===== src/rtl/mult_arbiter_pkg.sv =====
// mult_arbiter_pkg: shared FSM state, FP32 width and counter width for the multiplier arbiter
package mult_arbiter_pkg;
   localparam int FPW = 32;
   localparam int CNTW = 16;
   localparam logic [FPW-1:0] QNAN = 32'h7FC00000;
   typedef enum logic [1:0] {IDLE, CALC, HOLD} state_t;
endpackage


===== src/rtl/Multiplier.sv =====
// Multiplier: combinational FP32 multiply, round-to-nearest-even, subnormals flushed to zero
module Multiplier
   import mult_arbiter_pkg::*;
(
   input  logic [FPW-1:0] A,
   input  logic [FPW-1:0] B,
   input  logic           En,
   output logic [FPW-1:0] Out,
   output logic           Invalid_Num
);
   logic nan_a, nan_b, inf_a, inf_b, zero_a, zero_b, sign, norm, rnd, carry;
   logic [47:0] prod;
   logic [22:0] frac;
   logic [23:0] frac_r;
   logic signed [9:0] exp_s;
   assign nan_a = (&A[30:23]) && (|A[22:0]);
   assign nan_b = (&B[30:23]) && (|B[22:0]);
   assign inf_a = (&A[30:23]) && !(|A[22:0]);
   assign inf_b = (&B[30:23]) && !(|B[22:0]);
   assign zero_a = !(|A[30:23]);
   assign zero_b = !(|B[30:23]);
   assign sign = A[31] ^ B[31];
   assign prod = {24'(!zero_a) << 23 | 24'(A[22:0])} * {24'(!zero_b) << 23 | 24'(B[22:0])};
   assign norm = prod[47];
   assign frac = norm ? prod[46:24] : prod[45:23];
   assign rnd = norm ? prod[23] & ((|prod[22:0]) | prod[24]) : prod[22] & ((|prod[21:0]) | prod[23]);
   assign frac_r = {1'b0, frac} + 24'(rnd);
   assign carry = frac_r[23];
   // a rounding carry leaves the fraction all-zero and bumps the exponent
   assign exp_s = $signed({2'b0, A[30:23]}) + $signed({2'b0, B[30:23]}) - 10'sd127
                + $signed({9'b0, norm}) + $signed({9'b0, carry});
   assign Invalid_Num = En & (nan_a | nan_b | inf_a | inf_b);
   always_comb begin
      Out = '0;
      if (En)
         Out = (nan_a || nan_b || (inf_a && zero_b) || (inf_b && zero_a)) ? QNAN :
               (inf_a || inf_b || exp_s >= 10'sd255)                      ? {sign, 8'hFF, 23'h0} :
               (zero_a || zero_b || exp_s <= 10'sd0)                      ? {sign, 31'h0} :
                                                                            {sign, exp_s[7:0], frac_r[22:0]};
   end
endmodule


===== src/rtl/mult_arbiter.sv =====
// mult_arbiter: round-robin sharing of one FP32 multiplier among NREQ requesters
module mult_arbiter
   import mult_arbiter_pkg::*;
#(
   parameter int NREQ = 4,
   parameter int IDW = 2
)(
   input  logic                clk,
   input  logic                rst,
   input  logic [NREQ-1:0]     req_valid,
   input  logic [FPW*NREQ-1:0] req_a,
   input  logic [FPW*NREQ-1:0] req_b,
   output logic [NREQ-1:0]     req_ready,
   output logic                out_valid,
   input  logic                out_ready,
   output logic [FPW-1:0]      out_data,
   output logic [IDW-1:0]      out_id,
   output logic                out_invalid,
   output logic [CNTW-1:0]     invalid_cnt
);
   state_t state;
   logic [IDW-1:0] rr_ptr, op_id, gnt_id;
   logic [FPW-1:0] op_a, op_b, mul_out;
   logic [IDW:0] pick;
   logic grant, mul_inv, mul_en;
   // returns {found, index}; lowest offset from ptr wins because it is assigned last
   function automatic logic [IDW:0] rr_pick(input logic [NREQ-1:0] v, input logic [IDW-1:0] ptr);
      rr_pick = '0;
      for (int i = NREQ - 1; i >= 0; i--) begin
         int j;
         j = (int'(ptr) + i) % NREQ;
         if (v[j]) rr_pick = {1'b1, IDW'(j)};
      end
   endfunction
   assign pick = rr_pick(req_valid, rr_ptr);
   assign gnt_id = pick[IDW-1:0];
   assign grant = pick[IDW] && (state == IDLE || (state == HOLD && out_ready));
   assign req_ready = (grant && !rst) ? NREQ'(1) << gnt_id : '0;
   assign mul_en = (state == CALC);
   Multiplier u_mul (
      .A(op_a),
      .B(op_b),
      .En(mul_en),
      .Out(mul_out),
      .Invalid_Num(mul_inv)
   );
   always_ff @(posedge clk or posedge rst) begin
      if (rst) begin
         state <= IDLE;
         rr_ptr <= '0;
         op_a <= '0;
         op_b <= '0;
         op_id <= '0;
         out_valid <= 1'b0;
         out_data <= '0;
         out_id <= '0;
         out_invalid <= 1'b0;
         invalid_cnt <= '0;
      end else begin
         if (grant) begin
            op_a <= req_a[32'(gnt_id)*FPW +: FPW];
            op_b <= req_b[32'(gnt_id)*FPW +: FPW];
            op_id <= gnt_id;
            rr_ptr <= (gnt_id == IDW'(NREQ - 1)) ? '0 : gnt_id + 1'b1;
         end
         if (out_valid && out_ready && out_invalid && invalid_cnt != '1)
            invalid_cnt <= invalid_cnt + 1'b1;
         case (state)
            IDLE: if (grant) state <= CALC;
            CALC: begin
               out_data <= mul_out;
               out_invalid <= mul_inv;
               out_id <= op_id;
               out_valid <= 1'b1;
               state <= HOLD;
            end
            HOLD: if (out_ready) begin
               out_valid <= 1'b0;
               state <= grant ? CALC : IDLE;
            end
            default: state <= IDLE;
         endcase
      end
   end
endmodule

===== config.mk =====
export PLATFORM = sky130hd
export DESIGN_NAME = mult_arbiter
export DESIGN_NICKNAME = d
export VERILOG_FILES = /design/src/rtl/mult_arbiter_pkg.sv /design/src/rtl/Multiplier.sv /design/src/rtl/mult_arbiter.sv
export SDC_FILE = /design/constraint.sdc
export NUM_CORES = 2
export LEC_CHECK = 0
export CELL_PAD_IN_SITES_DETAIL_PLACEMENT = 0
export CELL_PAD_IN_SITES_GLOBAL_PLACEMENT = 1
export CORE_UTILIZATION = 40
export CTS_CLUSTER_SIZE = 20
export DETAILED_ROUTE_END_ITERATION = 6
export GPL_TIMING_DRIVEN = 0
export PLACE_DENSITY_LB_ADDON = 0.12
export SYNTH_ARGS = -nofsm -noshare
export SYNTH_HDL_FRONTEND = slang
export SYNTH_SLANG_ARGS = --single-unit

===== constraint.sdc =====
create_clock -name clk -period 11.8 [get_ports clk]
set_clock_uncertainty 0.15 [all_clocks]
set_input_delay 2.36 -clock clk [delete_from_list [all_inputs] [get_ports clk]]
set_output_delay 2.36 -clock clk [all_outputs]
set_load 0.05 [all_outputs]

==> impl_metrics.yaml <==
status:
  status: "complete, no violations"
floorplanning:
  fp.dieW_um: 265
  initial_core_util_pct: 40.4
  dieArea_mm2: 0.0701
  core_mm2: 0.0685
  pin_count: 319
  fp.dieH_um: 265
  std_cell_rows: 96
setup_path:
  r2r_slack_ns: 0.48
  critPathLaunchType: "register"
  crit_path_max_incr_delay_ns: 0.77
  path_class: "register to register"
  crit_path_top_delay_cell: "dfrtp_1"
  critPathCaptureType: "register"
  worst_path_most_repeated_cell: "fa_1"
  rr_worst_depth: 45
  worstPathMaxFanout: 19
  worstPathRequired_ns: 12.00
  cp.arrival_ns: 11.52
  r2r-start: "op_b[21]"
  rr_endpoint: "out_data[16]"
synthesis:
  synth_seq_area_share_pct: 11.0
  synth_fp_nets: 4335
  synth-async-reset-ratio_pct: 100
  synth_top_flop_cell: "dfrtp_1"
  avgSynthCellArea_um2: 8.14
  synth.distinct_cells: 88
  synth_seq_cells: 122
  ys_warn_count: 0
  synthesis.area_mm2: 0.0276
  yosys-top-cells-area: "fa_1 (35%), dfrtp_1 (11%), nand2_1 (8.9%)"
  synth_edf_count: 0
  synth_top_area_share_pct: 35.1
  syn_inst: 3395
  synth_top_cell_by_area: "fa_1"
place:
  placedCellCount: 4596
  port_buffers: 318
  placed_area_mm2: 0.0320
  dpl.hpwl_um: 86400
  routabilityCongestion: 0.934
cts:
  clock_path_buffers: 2
  numCtsBuffers: 17
  path_clk_slew_ns: 0.08
  cts_tree: "yes"
  htreeDepth: 4
  clock_latency_ns: 0.45
  cts_root_buf: "clkbuf_16"
  cts.hold.buffers_added: 0
  cts_sinks: 122
final_layout:
  drive_above_1_share_pct: 8.09
  syn2layout_area_growth_pct: 20.7
  most-common-layout-cells: "nand2_1 (653), inv_1 (547), fa_1 (478)"
  final_cells: 4643
  layout.nets: 4686
  postLayoutCellArea_mm2: 0.0334
  mostFrequentLayoutCell: "nand2_1"
timing:
  tightest_slew_ns: 0.833
  hold_viol: 0
  fin_crit_ns: 11.32
  finalSetupViolations: 0
  maxSlewHeadroom_pct: 44.5
  slew_viol_final: 0
  holdWs_ns: 0.316
  fmax_mhz: 88.3
  min_period_over_period_pct: 96.0
detailed_routing:
  firstDrtPassIters: 5
  drtIter0Drc: 1605
  finalWirelength_um: 105000
  drc: 0
  avgRoutedWirePerCell_um: 22.7
  vias: 24500
  routed_via_density: 5.28
  final_antenna_net_count: 0
flow_run:
  maxCapViolCount: 0
global_routing:
  grt_first_pass_wirelength_um: 159000
  grt_max_degree: 92
  grt_remaining_overflow: 0
  grt_pass1_vias: 25300
  antenna_found_initial: 4
  track_usage_pct: 30.5
min_path:
  hold_depth: 2
  whs_endpoint: "out_id[1]"
  min_from: "op_id[1]"
  hold_class: "register to register"
-- logic make-up (layout without fill, tap and decap cells) --
kind of cell	count (synthesis)	in the layout	share of synthesized area, %
simple gates	1337	1337	21.9
mux	5	5	0.195
buf+inv	759	1123	10.4
flops	122	122	11.0
other cells	0	2	0
fa+ha+maj	677	677	43.8
compound gates	404	404	9.60
xor+xnor	91	91	3.06
-- stage by stage --
| stage | worst slack, ns | TNS, ns | utilization (%) |
|---|---|---|---|
| final | 0.477 | 0 | 48.7 |
| after global routing | -0.0352 | -0.0932 | 48.7 |
| after detailed placement | -2.02 | -56.17 | 46.7 |
| after CTS | 0.00328 | 0 | 48.1 |
| after global placement | -1.99 | -55.71 | 46.6 |
| after floorplan | 0.757 | 0 | - |
-- critical path, delay by kind of cell, from the launching register on --
family / cells / cell delay (ns)
and+or+nand+nor: 17 / 2.76
buffers and inverters: 9 / 1.46
adders and majority gates: 11 / 4.49
AOI/OAI and AO/OA: 7 / 1.35
DFF: 1 / 0.77
xor gates and xnor gates: 1 / 0.17
-- routing by layer --
| layer | part of all wire [%] | GRT usage, % |
|---|---|---|
| met4 | 4.9 | 13.8 |
| met5 | 0.025 | 0 |
| met3 | 6.5 | 5.15 |
| met2 | 47 | 50.1 |
| met1 | 41 | 39.4 |
-- what timing repair did --
item | 4_1_cts | 5_1_grt
gates resized for setup | 173 | 123
pin swaps | 8 | 24
gates cloned | 0 | 1
setup endpoints to repair | 31 | 31
buffers inserted | 10 | 28
-- sequential cells by signal, indices dropped and copies added, names as in the netlist --
| name | count |
|---|---|
| state | 2 |
| out_valid | 1 |
| invalid_cnt | 16 |
| out_data | 32 |
| op_b | 32 |
| rr_ptr | 2 |
| out_invalid | 1 |
| out_id | 2 |
| op_id | 2 |
| op_a | 32 |
-- synth_stat cells (all sizes together) (4+ instances only) --
cell type	instances
fa	484
nand2	657
or2	7
a21oi	63
nor2	242
nor3	19
a22o	15
o22ai	6
xnor2	57
o2111ai	6
xor2	34
ha	193
nor4	19
o31ai	4
o211ai	8
nand3	88
and3	24
nand2b	5
o21ai	183
inv	548
o21bai	7
a2111oi	4
or3	4
and2	220
buf	20
a221oi	4
a211oi	12
a21boi	7
dfrtp	122
clkbuf	191
a21o	27
nor2b	8
a31oi	14
o21a	16
nand4	34
-- cell type report --
| class | count | area, um^2 |
|---|---|---|
| diodes | 2 | 5.00 |
| plain buffers | 185 | 987 |
| clock buffers | 17 | 425 |
| clock inverters | 15 | 194 |
| fillers | 6906 | 35100 |
| inverters | 548 | 2060 |
| multi-input cells | 2514 | 21900 |
| flip-flops and latches | 122 | 3130 |
| well taps | 882 | 1100 |
| repair buffers | 358 | 3520 |
-- how the worst max path moves through the flow --
stage | startpoint | to
final | op_b[21] | out_data[16]
after global routing | op_a[30] | out_data[16]
after CTS | op_a[29] | out_data[10]
after detailed placement | op_a[13] | out_data[7]
after global placement | op_a[13] | out_data[7]
after floorplan | op_a[29] | out_data[0]
Power is left out: the tool's default activity adds up to more than one toggle a clock period on the data nets, which glitch-free logic cannot reach.
